==> src/rtl/sample_fifo_pkg.sv <==
// Shared types and helpers for the sample FIFO between the voice engine and the codec serialiser.
package sample_fifo_pkg;

  // LEVEL must represent 0..DEPTH inclusive, so it needs one bit more than the address.
  function automatic int level_width(input int depth);
    return $clog2(depth) + 1;
  endfunction

  typedef struct packed {
    logic full;
    logic empty;
    logic almost_full;
    logic almost_empty;
    logic overflow;
    logic underflow;
  } fifo_status_t;

endpackage

==> src/rtl/sample_fifo_mem.sv <==
// Simple dual-port sample RAM: synchronous write, synchronous read-first read port with an
// output register that is cleared by reset.
module sample_fifo_mem #(
  parameter int EW    = 32,
  parameter int DEPTH = 16,
  localparam int AW   = $clog2(DEPTH)
) (
  input  logic          clk,
  input  logic          rst,
  input  logic          wr_en,
  input  logic [AW-1:0] wr_addr,
  input  logic [EW-1:0] wr_data,
  input  logic          rd_en,
  input  logic [AW-1:0] rd_addr,
  output logic [EW-1:0] rd_data
);

  logic [EW-1:0] mem [DEPTH];

  always_ff @(posedge clk) begin
    if (wr_en) mem[wr_addr] <= wr_data;
  end

  // A read of the address being written returns the old contents.
  always_ff @(posedge clk or posedge rst) begin
    if (rst) rd_data <= '0;
    else if (rd_en) rd_data <= mem[rd_addr];
  end

endmodule

==> src/rtl/sample_fifo.sv <==
// Single-clock sample FIFO: pointers, fill level, watermarks, sticky error flags and the
// optional first-word-fall-through head register around a sync-read sample RAM.
module sample_fifo
  import sample_fifo_pkg::*;
#(
  parameter int WIDTH    = 16,
  parameter int CHANNELS = 2,
  parameter int DEPTH    = 16,
  parameter int AF_LEVEL = 12,
  parameter int AE_LEVEL = 4,
  parameter int FWFT     = 0,
  localparam int EW      = WIDTH * CHANNELS,
  localparam int LW      = level_width(DEPTH)
) (
  input  logic          CLK,
  input  logic          RESET,
  input  logic          CLEAR,
  input  logic          WRITE,
  input  logic [EW-1:0] DIN,
  input  logic          READ,
  output logic [EW-1:0] DOUT,
  output logic          DOUT_VALID,
  output logic          FULL,
  output logic          EMPTY,
  output logic          ALMOST_FULL,
  output logic          ALMOST_EMPTY,
  output logic [LW-1:0] LEVEL,
  output logic          OVERFLOW,
  output logic          UNDERFLOW,
  input  logic          CLR_ERR
);

  localparam int AW = LW - 1;
  localparam logic [LW-1:0] DEPTH_L = LW'(DEPTH);
  localparam logic [LW-1:0] AF_L    = LW'(AF_LEVEL);
  localparam logic [LW-1:0] AE_L    = LW'(AE_LEVEL);

  if ((DEPTH & (DEPTH - 1)) != 0 || DEPTH < 4 || AE_LEVEL >= AF_LEVEL || AF_LEVEL > DEPTH)
  begin : g_param_check
    $error("sample_fifo: DEPTH must be a power of two >= 4 and AE_LEVEL < AF_LEVEL <= DEPTH");
  end

  logic [LW-1:0] wr_ptr, rd_ptr, rd_ptr_nxt, level_q, level_nxt;
  fifo_status_t  status;
  logic          wr_ok, rd_ok, ovf_evt, unf_evt;
  logic          dv_q, byp_valid, mem_rd_en;
  logic [AW-1:0] mem_rd_addr;
  logic [EW-1:0] byp_data, mem_q;

  // Handshake: WRITE and READ are single-cycle requests sampled on the rising edge. A write is
  // taken when the FIFO is not full or a read is taken in the same cycle; a read is taken when
  // the FIFO is not empty. Refused requests raise the sticky error flags; CLEAR refuses both
  // without raising an error.
  always_comb begin
    rd_ok      = !CLEAR && READ && !status.empty;
    wr_ok      = !CLEAR && WRITE && (!status.full || rd_ok);
    ovf_evt    = !CLEAR && WRITE && !wr_ok;
    unf_evt    = !CLEAR && READ && status.empty;
    rd_ptr_nxt = CLEAR ? '0 : rd_ptr + {{AW{1'b0}}, rd_ok};
    level_nxt  = level_q;
    if (CLEAR)               level_nxt = '0;
    else if (wr_ok && !rd_ok) level_nxt = level_q + {{AW{1'b0}}, 1'b1};
    else if (rd_ok && !wr_ok) level_nxt = level_q - {{AW{1'b0}}, 1'b1};
  end

  // FWFT prefetches the post-edge head every cycle; registered mode reads only on a pop.
  always_comb begin
    if (FWFT != 0) begin
      mem_rd_en   = !CLEAR && (level_nxt != '0);
      mem_rd_addr = rd_ptr_nxt[AW-1:0];
    end else begin
      mem_rd_en   = rd_ok;
      mem_rd_addr = rd_ptr[AW-1:0];
    end
  end

  always_ff @(posedge CLK or posedge RESET) begin
    if (RESET) begin
      wr_ptr    <= '0;
      rd_ptr    <= '0;
      level_q   <= '0;
      status    <= '{full: 1'b0, empty: 1'b1, almost_full: 1'b0, almost_empty: 1'b1,
                     overflow: 1'b0, underflow: 1'b0};
      dv_q      <= 1'b0;
      byp_valid <= 1'b0;
      byp_data  <= '0;
    end else begin
      wr_ptr                <= CLEAR ? '0 : wr_ptr + {{AW{1'b0}}, wr_ok};
      rd_ptr                <= rd_ptr_nxt;
      level_q               <= level_nxt;
      status.full           <= (level_nxt == DEPTH_L);
      status.empty          <= (level_nxt == '0);
      status.almost_full    <= (level_nxt >= AF_L);
      status.almost_empty   <= (level_nxt <= AE_L);
      status.overflow       <= ovf_evt || (status.overflow && !CLR_ERR);
      status.underflow      <= unf_evt || (status.underflow && !CLR_ERR);
      dv_q                  <= rd_ok;
      // The RAM read port cannot see a same-edge write, so a write landing on the new head
      // is captured here instead.
      if (mem_rd_en) begin
        byp_valid <= (FWFT != 0) && wr_ok && (wr_ptr[AW-1:0] == mem_rd_addr);
        byp_data  <= DIN;
      end
    end
  end

  sample_fifo_mem #(.EW(EW), .DEPTH(DEPTH)) u_mem (
    .clk     (CLK),
    .rst     (RESET),
    .wr_en   (wr_ok),
    .wr_addr (wr_ptr[AW-1:0]),
    .wr_data (DIN),
    .rd_en   (mem_rd_en),
    .rd_addr (mem_rd_addr),
    .rd_data (mem_q)
  );

  assign DOUT         = byp_valid ? byp_data : mem_q;
  assign DOUT_VALID   = (FWFT != 0) ? !status.empty : dv_q;
  assign FULL         = status.full;
  assign EMPTY        = status.empty;
  assign ALMOST_FULL  = status.almost_full;
  assign ALMOST_EMPTY = status.almost_empty;
  assign OVERFLOW     = status.overflow;
  assign UNDERFLOW    = status.underflow;
  assign LEVEL        = level_q;

endmodule

==> config.mk <==
export PLATFORM = sky130hd
export DESIGN_NAME = sample_fifo
export DESIGN_NICKNAME = d
export VERILOG_FILES = /design/src/rtl/sample_fifo_pkg.sv /design/src/rtl/sample_fifo_mem.sv /design/src/rtl/sample_fifo.sv
export SDC_FILE = /design/constraint.sdc
export NUM_CORES = 1
export LEC_CHECK = 0
export ABC_AREA = 1
export CAP_MARGIN = 20
export CELL_PAD_IN_SITES_DETAIL_PLACEMENT = 0
export CELL_PAD_IN_SITES_GLOBAL_PLACEMENT = 1
export CORE_ASPECT_RATIO = 0.8
export CORE_MARGIN = 2
export CORE_UTILIZATION = 52
export CTS_CLUSTER_SIZE = 24
export DETAILED_ROUTE_END_ITERATION = 16
export DONT_BUFFER_PORTS = 1
export PLACE_DENSITY_LB_ADDON = 0.15
export SYNTH_ARGS = -nofsm -noshare
export SYNTH_HDL_FRONTEND = slang
export SYNTH_SLANG_ARGS = --single-unit
==> constraint.sdc <==
create_clock -name CLK -period 3.6 [get_ports CLK]
set_clock_uncertainty 0.2 [all_clocks]
set_input_delay 0.54 -clock CLK [delete_from_list [all_inputs] [get_ports CLK]]
set_output_delay 0.54 -clock CLK [all_outputs]
set_load 0.02 [all_outputs]
==> results.sh <==
export IMPL_status="completed"
export IMPL_worstSetupEndpointType="register"
export IMPL_grt_pass1_vias=13977
export IMPL_dpl_hpwl_mm=30.0
export IMPL_synth_seq_cells=564
export IMPL_netlist_instances=1827
export IMPL_grt_first_pass_wirelength_mm=86.9
export IMPL_rr_endpoint="u_mem.mem[11][17]"
export IMPL_antenna_found_initial=2
export IMPL_setup_slack_ns=0.204
export IMPL_fin_crit_ns=3.40
export IMPL_worstMarginPinSlew_ns=0.900
export IMPL_ir_drop_uv=407
export IMPL_clk_pin_slew_ns=0.06
export IMPL_yosysWarnings=0
export IMPL_ios=82
export IMPL_dieHeight_um=190
export IMPL_dp_slack_ns=0.454
export IMPL_post_cts_resized=0
export IMPL_grt_max_degree=156
export IMPL_area_growth_pct=13.8
export IMPL_clock_sinks=564
export IMPL_via_per_inst=5.82
export IMPL_r2r_cells=6
export IMPL_slew_headroom=0.400
export IMPL_first_pass_iters=6
export IMPL_grtUsageTotal=0.258
export IMPL_crit_required_ns=3.70
export IMPL_setup_tns_ns=0
export IMPL_routed_wl_mm=57.3
export IMPL_place_congestion=0.780
export IMPL_dieArea_um2=44800
export IMPL_fmax_ghz=0.294
export IMPL_htree_levels=2
export IMPL_detail_route_wl_per_cell_um=23.4
export IMPL_hold_class="in2reg"
export IMPL_maxCapViolCount=0
export IMPL_hold_path_depth=4
export IMPL_worstPathMaxFanout=14
export IMPL_rr_startpoint="EMPTY"
export IMPL_nets=1901
export IMPL_finalCritPeriodShare=0.943
export IMPL_drt_iter0_markers=1669
export IMPL_worst_ep_arrival_time_ns=3.50
export IMPL_portBuffers=0
export IMPL_multi_input_comb_area_um2=5200
export IMPL_setup_worst_path_class="in2reg"
export IMPL_initial_utilization=0.531
export IMPL_vias=14283
export IMPL_row_count=67
export IMPL_regToRegSetupSlack_ns=0.57
export IMPL_hp_start="READ"
export IMPL_drive_gt1_frac=0.0857
export IMPL_synth_seq_area_share=0.744
export IMPL_min_to="UNDERFLOW"
export IMPL_root_buffer="clkbuf_16"
export IMPL_core_um2=42200
export IMPL_ant_nets=0
export IMPL_fin_hold_ws_ns=0.0240
export IMPL_layout_common_cells="512 x edfxtp_1, 495 x nand2_1, 168 x nand3_1, 136 x nor2_1, 121 x o21ai_0"
export IMPL_syn_num_nets=1871
export IMPL_synth_avg_cell_area_um2=12.3
export IMPL_fill_cells=3316
export IMPL_synth_edf_count=512
export IMPL_slew_violations=0
export IMPL_cts_buffer_depth=3
export IMPL_rsz0062_at_grt="false"
export IMPL_overflow=0
export IMPL_drcViolationCount=0
export IMPL_clock_latency_ns=0.59
export IMPL_cellPowerDensity_nw_per_um2=582
export IMPL_cts_tree="yes"
export IMPL_hold_viol=0
export IMPL_synthArstFlopShare=0.0922
export IMPL_layout_commonest_cell="edfxtp_1"
export IMPL_synth_flop_cell="edfxtp_1"
export IMPL_netlist_area_um2=22400
export IMPL_fp_dieW_um=236
export IMPL_finalSetupViolCount=0
export IMPL_ff_latch_area_um2=16700
export IMPL_cts_made_buffers=54
export IMPL_synth_cell_type_count=28
export IMPL_cp_start_kind="primary input"
export IMPL_p_leak_nw=9.16
-- final cells by class --
type                            instances  area share
Timing Repair Buffer                   80      0.0348
Multi-Input combinational cell       1122       0.204
Antenna cell                            1   0.0000981
Tap cell                              552      0.0271
Sequential cell                       564       0.654
Clock buffer                           78      0.0626
Inverter                               35     0.00535
Clock inverter                         23      0.0117
-- state kept, by name, indices dropped and copies added (netlist names) --
register,count
UNDERFLOW,1
OVERFLOW,1
ALMOST_FULL,1
wr_ptr,4
LEVEL,5
DOUT_VALID,1
FULL,1
ALMOST_EMPTY,1
rd_ptr,4
EMPTY,1
u_mem.rd_data,32
u_mem.mem,512
-- cell usage after synthesis (9+ instances only) --
cell | instances | area share
edfxtp_1 | 512 | 0.69
nand2_1 | 496 | 0.083
nand3_1 | 168 | 0.038
nor2_1 | 152 | 0.025
o21ai_0 | 121 | 0.027
a21oi_1 | 60 | 0.013
dfrtp_1 | 50 | 0.056
buf_2 | 49 | 0.011
a21boi_0 | 42 | 0.014
o22ai_1 | 42 | 0.012
clkbuf_1 | 38 | 0.0064
inv_1 | 29 | 0.0049
buf_4 | 12 | 0.0040
a2bb2oi_1 | 11 | 0.0043
o21ai_1 | 9 | 0.0020
-- metal layers --
layer / track usage / part of all wire / up-vias
met4: 0.0652 / 0.021 / 2
li1: - / - / 6541
met1: 0.386 / 0.45 / 7094
met5: 0 / 0.00023 / -
met3: 0.0482 / 0.078 / 87
met2: 0.394 / 0.45 / 559
-- metrics by stage --
step	util	instances	power, mW	area (um2)
global route	0.605	2454	15.3	25500
floorplan	-	1827	8.55	22400
detailed placement	0.551	2318	8.86	23300
global placement	0.551	2318	8.85	23300
CTS	0.605	2454	14.9	25500
finish	0.605	2455	14.8	25500
-- cells by family (layout without fill, tap and decap cells) --
group,count (synthesis),count (layout),synth area share
simple gates,826,826,0.149
flops,564,564,0.744
compound gates,288,288,0.0736
buf+inv,141,216,0.0287
fa+ha+maj,6,6,0.00335
xor+xnor,2,2,0.000782
other cells,0,1,0
-- how the worst max path moves through the flow --
stage | from | end | slack, ns | cells past startpoint
6_report | CLEAR | u_mem.mem[11][17] | 0.20 | 7
5_1_grt | CLEAR | u_mem.mem[11][17] | 0.04 | 7
4_1_cts | CLEAR | u_mem.mem[11][24] | 0.24 | 7
3_5_place_dp | WRITE | u_mem.mem[11][17] | 0.45 | 7
3_3_place_gp | WRITE | u_mem.mem[11][17] | 0.46 | 7
2_1_floorplan | CLEAR | u_mem.mem[0][0] | 0.28 | 6
-- worst max-delay path, stage by stage --
cell,delay (ns)
dlygate4sd3_1,0.73
nor2_2,0.21
inv_1,0.08
a21oi_1,0.54
nand3_1,0.48
nor2_4,0.62
buf_4,0.28
-- power by group --
group	switching, mW	leakage, nW	internal [mW]
clock	2.43	0.925	3.57
combinational	0.755	2.98	0.342
sequential	0.386	5.25	7.35
total	3.57	9.16	11.3
-- what timing repair did --
| item | CTS | global route |
|---|---|---|
| buffers inserted | 0 | 0 |
| endpoints found under the hold margin | 576 | 0 |
| endpoints found under the setup margin | 0 | 0 |
| hold buffers | 35 | 0 |
(Power assumes the default switching activity.)
